### src/rtl/mac_rx_pkg.sv
// mac_rx_pkg: shared widths, FSM encoding, status-word layout and the serial FCS step for the enet MAC.
package mac_rx_pkg;

  localparam int unsigned ADDR_W = 9;
  localparam int unsigned DATA_W = 32;
  localparam int unsigned CNT_W  = 14;
  localparam int unsigned DROP_W = 8;
  localparam int unsigned LEN_W  = 12;

  localparam logic [31:0] CRC_INIT    = 32'hFFFF_FFFF;
  localparam logic [31:0] CRC_POLY    = 32'h04C1_1DB7;
  localparam logic [31:0] FCS_RESIDUE = 32'hC704_DD7B;

  typedef enum logic [2:0] {
    S_IDLE, S_HUNT, S_DATA, S_FLUSH, S_STATUS, S_FULL, S_DROP
  } rx_state_e;

  // Buffer word 0 layout written at end of frame
  typedef struct packed {
    logic [12:0]      rsvd_hi;
    logic             runt;
    logic             align_err;
    logic             fcs_ok;
    logic [3:0]       rsvd_lo;
    logic [LEN_W-1:0] len;
  } rx_status_t;

  // One bit of the Ethernet FCS shift register, bits fed in wire order
  function automatic logic [31:0] fcs32_1(input logic din, input logic [31:0] crc);
    fcs32_1 = {crc[30:0], 1'b0} ^ ((crc[31] ^ din) ? CRC_POLY : 32'h0);
  endfunction

  // Reorder a MAC address (first octet in the MSBs) into on-the-wire bit order
  function automatic logic [47:0] mac_to_stream(input logic [47:0] mac);
    mac_to_stream = '0;
    for (int i = 0; i < 6; i++) mac_to_stream[8*i +: 8] = mac[40-8*i +: 8];
  endfunction

endpackage

### src/rtl/mac_rx_if.sv
// mac_rx_if: PLS bit stream, RX buffer write port and CPU handshake of the MAC receiver.
interface mac_rx_if;
  logic                          rx_dv;
  logic                          rx_bit;
  logic                          rx_bit_stb;
  logic                          rx_ack;
  logic                          buf_we;
  logic [mac_rx_pkg::ADDR_W-1:0] buf_addr;
  logic [mac_rx_pkg::DATA_W-1:0] buf_wdata;
  logic                          rxfull;
  logic [mac_rx_pkg::DROP_W-1:0] rx_drop_cnt;

  modport master (
    output rx_dv, rx_bit, rx_bit_stb, rx_ack,
    input  buf_we, buf_addr, buf_wdata, rxfull, rx_drop_cnt
  );

  modport slave (
    input  rx_dv, rx_bit, rx_bit_stb, rx_ack,
    output buf_we, buf_addr, buf_wdata, rxfull, rx_drop_cnt
  );
endinterface

### src/rtl/mac_rx_crc32.sv
// mac_rx_crc32: serial Ethernet CRC register with init, per-bit step and residue match.
module mac_rx_crc32
  import mac_rx_pkg::*;
(
  input  logic clk_i,
  input  logic rst_i,
  input  logic init,
  input  logic step,
  input  logic din,
  output logic match_c
);

  logic [31:0] crc;

  always_ff @(posedge clk_i or negedge rst_i) begin
    if (!rst_i)    crc <= CRC_INIT;
    else if (init) crc <= CRC_INIT;
    else if (step) crc <= fcs32_1(din, crc);
  end

  assign match_c = (crc == FCS_RESIDUE);

endmodule

### src/rtl/mac_rx.sv
// mac_rx: 10BASE-T MAC receive path -- SFD hunt, LSB-first word packing, FCS check, status word, rxfull.
// Optional destination-address filtering against STATION_MAC with `define MAC_RX_ADDR_FILTER_EN.
module mac_rx
  import mac_rx_pkg::*;
#(
  parameter int unsigned BUF_WORDS   = 512,
`ifdef MAC_RX_ADDR_FILTER_EN
  parameter logic [47:0] STATION_MAC = 48'h0200_0000_0001,
`endif
  parameter int unsigned MIN_BYTES   = 64
) (
  input logic     clk_i,
  input logic     rst_i,
  mac_rx_if.slave bus
);

  localparam int unsigned BYTE_W = CNT_W - 3;

  rx_state_e         state, state_nxt;
  logic [CNT_W-1:0]  bitcnt;
  logic [DATA_W-1:0] word_reg;
  logic              prev_bit;
  logic              dv_q;
  logic              buf_we;
  logic [ADDR_W-1:0] buf_addr;
  logic [DATA_W-1:0] buf_wdata;
  logic              rxfull;
  logic [DROP_W-1:0] drop_cnt;

  logic              stb_c, overflow_c, reject_c, drop_inc_c, crc_init_c, crc_match_c;
  logic [BYTE_W-1:0] bytes_c;
  rx_status_t        status_c;

  assign stb_c      = (state == S_DATA) && bus.rx_bit_stb;
  // First bit of a word that would land beyond the last buffer address
  assign overflow_c = stb_c && (bitcnt[CNT_W-1:5] == ADDR_W'(BUF_WORDS - 1));
  assign crc_init_c = (state == S_IDLE) || (state == S_HUNT);
  assign drop_inc_c = overflow_c || reject_c ||
                      (bus.rx_dv && !dv_q && (state inside {S_FLUSH, S_STATUS, S_FULL}));

`ifdef MAC_RX_ADDR_FILTER_EN
  localparam logic [47:0] STATION_STREAM = mac_to_stream(STATION_MAC);
  logic [46:0] da_reg;
  logic [47:0] da_c;

  always_ff @(posedge clk_i or negedge rst_i) begin
    if (!rst_i)                                 da_reg <= '0;
    else if (stb_c && (bitcnt < CNT_W'(47)))    da_reg <= {bus.rx_bit, da_reg[46:1]};
  end

  // Decide on the 48th DA bit: own address, broadcast or group (I/G) address passes
  assign da_c     = {bus.rx_bit, da_reg};
  assign reject_c = stb_c && (bitcnt == CNT_W'(47)) &&
                    (da_c != STATION_STREAM) && !(&da_c) && !da_c[0];
`else
  assign reject_c = 1'b0;
`endif

  mac_rx_crc32 u_crc (
    .clk_i   (clk_i),
    .rst_i   (rst_i),
    .init    (crc_init_c),
    .step    (stb_c),
    .din     (bus.rx_bit),
    .match_c (crc_match_c)
  );

  always_comb begin
    status_c           = '0;
    bytes_c            = bitcnt[CNT_W-1:3];
    if (bytes_c >= BYTE_W'(4)) status_c.len = LEN_W'(bytes_c - BYTE_W'(4));
    status_c.fcs_ok    = crc_match_c;
    status_c.align_err = |bitcnt[2:0];
    status_c.runt      = bytes_c < BYTE_W'(MIN_BYTES);
  end

  always_comb begin
    state_nxt = state;
    unique case (state)
      S_IDLE:   if (bus.rx_dv) state_nxt = S_HUNT;
      S_HUNT:   if (!bus.rx_dv) state_nxt = S_IDLE;
                else if (bus.rx_bit_stb && prev_bit && bus.rx_bit) state_nxt = S_DATA;
      S_DATA:   if (overflow_c || reject_c) state_nxt = S_DROP;
                else if (!bus.rx_dv) state_nxt = S_FLUSH;
      S_FLUSH:  state_nxt = S_STATUS;
      S_STATUS: state_nxt = S_FULL;
      S_FULL:   if (bus.rx_ack) state_nxt = bus.rx_dv ? S_DROP : S_IDLE;
      S_DROP:   if (!bus.rx_dv) state_nxt = S_IDLE;
      default:  state_nxt = S_IDLE;
    endcase
  end

  always_ff @(posedge clk_i or negedge rst_i) begin
    if (!rst_i) begin
      state     <= S_IDLE;
      bitcnt    <= '0;
      word_reg  <= '0;
      prev_bit  <= 1'b0;
      dv_q      <= 1'b0;
      buf_we    <= 1'b0;
      buf_addr  <= '0;
      buf_wdata <= '0;
      rxfull    <= 1'b0;
      drop_cnt  <= '0;
    end else begin
      state  <= state_nxt;
      dv_q   <= bus.rx_dv;
      buf_we <= 1'b0;
      if (drop_inc_c && (drop_cnt != '1)) drop_cnt <= drop_cnt + DROP_W'(1);
      unique case (state)
        S_HUNT: begin
          bitcnt   <= '0;
          word_reg <= '0;
          if (bus.rx_bit_stb) prev_bit <= bus.rx_bit;
        end
        S_DATA: if (stb_c && !overflow_c && !reject_c) begin
          bitcnt <= bitcnt + CNT_W'(1);
          if (bitcnt[4:0] == 5'd31) begin
            buf_we    <= 1'b1;
            buf_addr  <= bitcnt[CNT_W-1:5] + ADDR_W'(1);
            buf_wdata <= {bus.rx_bit, word_reg[30:0]};
            word_reg  <= '0;
          end else begin
            word_reg[bitcnt[4:0]] <= bus.rx_bit;
          end
        end
        S_FLUSH: if (bitcnt[4:0] != 5'd0) begin
          buf_we    <= 1'b1;
          buf_addr  <= bitcnt[CNT_W-1:5] + ADDR_W'(1);
          buf_wdata <= word_reg;
        end
        S_STATUS: begin
          buf_we    <= 1'b1;
          buf_addr  <= '0;
          buf_wdata <= status_c;
          rxfull    <= 1'b1;
        end
        S_FULL: if (bus.rx_ack) rxfull <= 1'b0;
        default: prev_bit <= 1'b0;
      endcase
    end
  end

  assign bus.buf_we      = buf_we;
  assign bus.buf_addr    = buf_addr;
  assign bus.buf_wdata   = buf_wdata;
  assign bus.rxfull      = rxfull;
  assign bus.rx_drop_cnt = drop_cnt;

endmodule

### src/flat_wrapper.sv
// flat-port wrapper written by rule: the top's interface ports become plain ports
module mac_rx_flat import mac_rx_pkg::*;
#(
  parameter int unsigned BUF_WORDS   = 512,

  parameter int unsigned MIN_BYTES   = 64
)
  (clk_i, rst_i, bus_rx_dv, bus_rx_bit, bus_rx_bit_stb, bus_rx_ack, bus_buf_we, bus_buf_addr, bus_buf_wdata, bus_rxfull, bus_rx_drop_cnt);
  mac_rx_if bus_i ();
  input logic clk_i;
  input logic rst_i;
  input wire logic [$bits(bus_i.rx_dv)-1:0] bus_rx_dv;
  input wire logic [$bits(bus_i.rx_bit)-1:0] bus_rx_bit;
  input wire logic [$bits(bus_i.rx_bit_stb)-1:0] bus_rx_bit_stb;
  input wire logic [$bits(bus_i.rx_ack)-1:0] bus_rx_ack;
  output wire logic [$bits(bus_i.buf_we)-1:0] bus_buf_we;
  output wire logic [$bits(bus_i.buf_addr)-1:0] bus_buf_addr;
  output wire logic [$bits(bus_i.buf_wdata)-1:0] bus_buf_wdata;
  output wire logic [$bits(bus_i.rxfull)-1:0] bus_rxfull;
  output wire logic [$bits(bus_i.rx_drop_cnt)-1:0] bus_rx_drop_cnt;
  assign bus_i.rx_dv = bus_rx_dv;
  assign bus_i.rx_bit = bus_rx_bit;
  assign bus_i.rx_bit_stb = bus_rx_bit_stb;
  assign bus_i.rx_ack = bus_rx_ack;
  assign bus_buf_we = bus_i.buf_we;
  assign bus_buf_addr = bus_i.buf_addr;
  assign bus_buf_wdata = bus_i.buf_wdata;
  assign bus_rxfull = bus_i.rxfull;
  assign bus_rx_drop_cnt = bus_i.rx_drop_cnt;
  mac_rx #(.BUF_WORDS(BUF_WORDS), .MIN_BYTES(MIN_BYTES)) u_core (.clk_i(clk_i), .rst_i(rst_i), .bus(bus_i));
endmodule
### config.mk
export PLATFORM = sky130hd
export DESIGN_NAME = mac_rx_flat
export DESIGN_NICKNAME = d
export VERILOG_FILES = /design/src/rtl/mac_rx_pkg.sv /design/src/rtl/mac_rx_if.sv /design/src/rtl/mac_rx_crc32.sv /design/src/rtl/mac_rx.sv /design/src/flat_wrapper.sv
export SDC_FILE = /design/constraint.sdc
export NUM_CORES = 1
export LEC_CHECK = 0
export CORE_MARGIN = 3
export CORE_UTILIZATION = 59
export CTS_BUF_LIST = sky130_fd_sc_hd__clkbuf_4 sky130_fd_sc_hd__clkbuf_8 sky130_fd_sc_hd__clkbuf_16
export DETAILED_ROUTE_END_ITERATION = 8
export PLACE_DENSITY = 0.87
export SLEW_MARGIN = 25
export SYNTH_ARGS = -nofsm -noshare
export SYNTH_HDL_FRONTEND = slang
export SYNTH_HIERARCHICAL = 1
export SYNTH_SLANG_ARGS = --single-unit
### constraint.sdc
create_clock -name clk_i -period 3.2 [get_ports clk_i]
set_clock_uncertainty 0.1 [all_clocks]
set_input_delay 0.32 -clock clk_i [delete_from_list [all_inputs] [get_ports clk_i]]
set_output_delay 0.32 -clock clk_i [all_outputs]
set_load 0.01 [all_outputs]
==> impl_metrics.csv <==
group,metric,value,unit
outcome,status,"complete, no violations",
timing,clock.fmax,319,MHz
worst_hold_path,hold_path_class,"in -> async",
clock_tree,cts.sinks,134,
die,rows,39,
clock_tree,cts_tree,"yes",
yosys,yosysTopAreaCell,"dfrtp_1",
placed_design,place_inst,881,
grt,overflow,0,
timing,hold_slack,0.328,ns
yosys,yosys_warnings,6,
yosys,netlist_instances,709,
routing,via_per_inst,6.29,
setup_path,path_cells,"ha_1 > and3_1 > and4_1 > ha_1 > nand4bb_1 > buf_4 > a2111oi_0 > buf_4 > mux2i_1 > nor2_1",
setup_path,path_delay_family,"simple AND/OR/NAND/NOR gates",
yosys,synth_cell_types,78,
flow_run,cap_viol_max_count,0,
yosys,synthArstFlopShare,100,%
cells_and_area,multi_input_area,3440,µm²
yosys,syn_area,7220,µm²
placed_design,place_ws,0.138,ns
routing,drt_iter0_drc,433,
clock_tree,htreeDepth,4,
clock_tree,path_clk_slew,0.06,ns
grt,grt_max_degree,71,
die,die_area,13600,µm²
die,coreArea,11700,µm²
grt,antenna_found_initial,0,
cells_and_area,drive_gt1_share,19.1,%
timing,setup_ws,0.0675,ns
setup_path,critical-path-max-stage-delay,0.60,ns
yosys,syn_nets,725,
setup_path,worstSetupStartpointType,"flip-flop",
yosys,synth_ff_type,"dfrtp_1",
setup_path,crit_fanout,19,
timing,setup_viol,0,
clock_tree,cts-root-buf,"clkbuf_16",
setup_path,slowest_stage,"a2111oi_0",
setup_path,worst-setup-path-type,"reg -> reg",
routing,vias,5765,
power,p_total,5.65,mW
timing,grt_setup_unrepaired,"true",
yosys,ys_ff_latch,134,
cells_and_area,regArea,3390,µm²
setup_path,critPathRequiredTime,3.41,ns
die,chipWidth,117,µm
placed_design,place_congestion,0.900,
grt,grt_pass1_wl,28700,µm
timing,tightest_slew,0.905,ns
die,io_pins,57,
cells_and_area,fill_cells,809,
placed_design,io_buffers,56,
routing,post-route-drc-count,0,
timing,hold_violations,0,
grt,first_global_vias,5775,
yosys,syn_avg_cell_area,10.2,µm²
cells_and_area,instances_no_fill,917,
power,p_leak,3.58,nW
yosys,synth-edff-count,0,
routing,wl_per_cell,18.2,µm
yosys,synth.area.top_cells,"dfrtp_1 (35%), dfstp_2 (12%), mux2i_1 (4.7%), a21oi_1 (3.0%), nand2_1 (2.3%)",
routing,firstDrtPassIters,5,
cells_and_area,syn_to_final_growth,19.1,%
power,power_density,657,nW/µm²
timing,finalCriticalPeriod,3.13,ns
routing,ant_nets,0,
clock_tree,clk_path_buf_depth,2,
setup_path,path_buf_inv,2,
grt,grt.total_usage,26.7,%
clock_tree,insertion_delay,0.42,ns
yosys,yosysSeqAreaShare,47.0,%
timing,finalCritPeriodShare,97.9,%
cells_and_area,diodes,0,
die,die_y,117,µm
timing,max_slew_margin,39.7,%
yosys,synth_top_area_share,35.3,%
setup_path,arrival,3.34,ns
setup_path,setup.worst_path.end_class,"flip-flop",
timing,drv_slew,0,
routing,wl,16700,µm
die,initial_core_util,61.7,%
placed_design,hpwl,11100,µm
clock_tree,cts_buffers,17,
power,ir_worst_vdd,0.391,mV
cells_and_area,nets,777,
[metrics by stage]
stage	TNS [ns]	cell area [µm²]	utilization (%)
after global routing	-0.186	8610	73.5
final	0	8610	73.5
after global placement	0	7940	67.8
after detailed placement	0	7940	67.8
after floorplan	0	7220	-
after CTS	0	8550	73.0
[cell type report]
cell class	count	area share, %
inverters	33	1.44
clock buffers	24	5.92
well taps	143	2.08
flip-flops and latches	134	39.4
repair buffers	93	10.1
multi-input cells	482	40.0
clock inverters	8	1.10
[what timing repair did]
action | CTS | global route
setup buffers | 0 | 3
resized for setup | 0 | 6
hold buffers | 1 | 0
endpoints found under the hold margin | 38 | 0
endpoints found under the setup margin | 0 | 20
[worst paths after layout]
check	start	endpoint	slack, ns	depth (start not counted)
max in group asynchronous	rst_i	u_core/u_crc/crc[7]$_DFFE_PN1P_	1.89	3
hold / removal	rst_i	u_core/bus.buf_wdata[9]$_DFFE_PN0P_	0.33	2
hold reg to reg	u_core/bus.buf_wdata[6]$_DFFE_PN0P_	u_core/bus.buf_wdata[6]$_DFFE_PN0P_	0.40	1
setup / recovery	u_core/bitcnt[5]$_DFFE_PN0P_	u_core/word_reg[19]$_DFFE_PN0P_	0.07	10
setup reg to reg	u_core/bitcnt[5]$_DFFE_PN0P_	u_core/word_reg[19]$_DFFE_PN0P_	0.07	10
min in group clk_i	u_core/bus.buf_wdata[6]$_DFFE_PN0P_	u_core/bus.buf_wdata[6]$_DFFE_PN0P_	0.40	1
[power breakdown]
part           switching (mW)  internal (mW)  total [mW]
combinational           0.850          0.718        1.57
sequential              0.181           1.95        2.13
clock                   0.694           1.26        1.95
total                    1.73           3.93        5.65
[cell usage in the layout (no fill, tap or decap), types with 14 or more instances in the layout]
master           Yosys  final
buf_4                3     34
dfrtp_1            102    102
a211o_1             18     18
nor2b_1             24     24
o21ai_0             22     22
dfstp_2             32     32
or3_1               16     16
nand3_1             19     19
inv_1               32     32
o31ai_1             17     17
clkdlybuf4s50_1      0     55
mux2i_1             34     34
a21oi_1             44     43
xor2_1              14     14
nor2_1              39     39
nand2_1             45     45
clkbuf_16            0     17
[cells by family (layout without fill, tap and decap cells)]
logic type / count (synthesis) / count (layout) / synth area share [%]
fa+ha+maj: 10 / 10 / 1.73
buf+inv: 93 / 158 / 5.79
simple gates: 215 / 215 / 17.1
flops: 134 / 134 / 47.0
compound gates: 182 / 182 / 17.8
mux: 48 / 48 / 7.26
xor+xnor: 27 / 27 / 3.38
[synthesized netlist by cell type, drive strengths merged, types with 3 or more instances]
cell / count
nand2: 45
a21oi: 44
inv: 32
a2111oi: 14
xnor2: 13
xor2: 14
buf: 27
nand2b: 6
nor2: 39
dfstp: 32
a31oi: 6
o2111ai: 4
mux2: 14
nand4b: 11
nand3b: 5
nand3: 19
or4: 4
nor3: 7
dfrtp: 102
or3: 16
clkbuf: 33
nor2b: 24
o31ai: 17
o21ai: 35
mux2i: 34
nor3b: 3
a211oi: 8
o2bb2ai: 3
and3: 5
a31o: 7
or3b: 7
nor4b: 3
nand4: 6
ha: 10
and2: 4
a211o: 18
a22o: 4
a311oi: 5
or2: 3
[routing by layer]
metal / vias up / share of wire (%) / GRT usage, %
met3: 31 / 5.9 / 5.28
li1: 2667 / - / -
met2: 217 / 49 / 43.3
met5: - / 0 / 0
met4: 0 / 2.4 / 11.8
met1: 2850 / 42 / 34.9
Note: power is estimated with default switching activity, not from simulation.
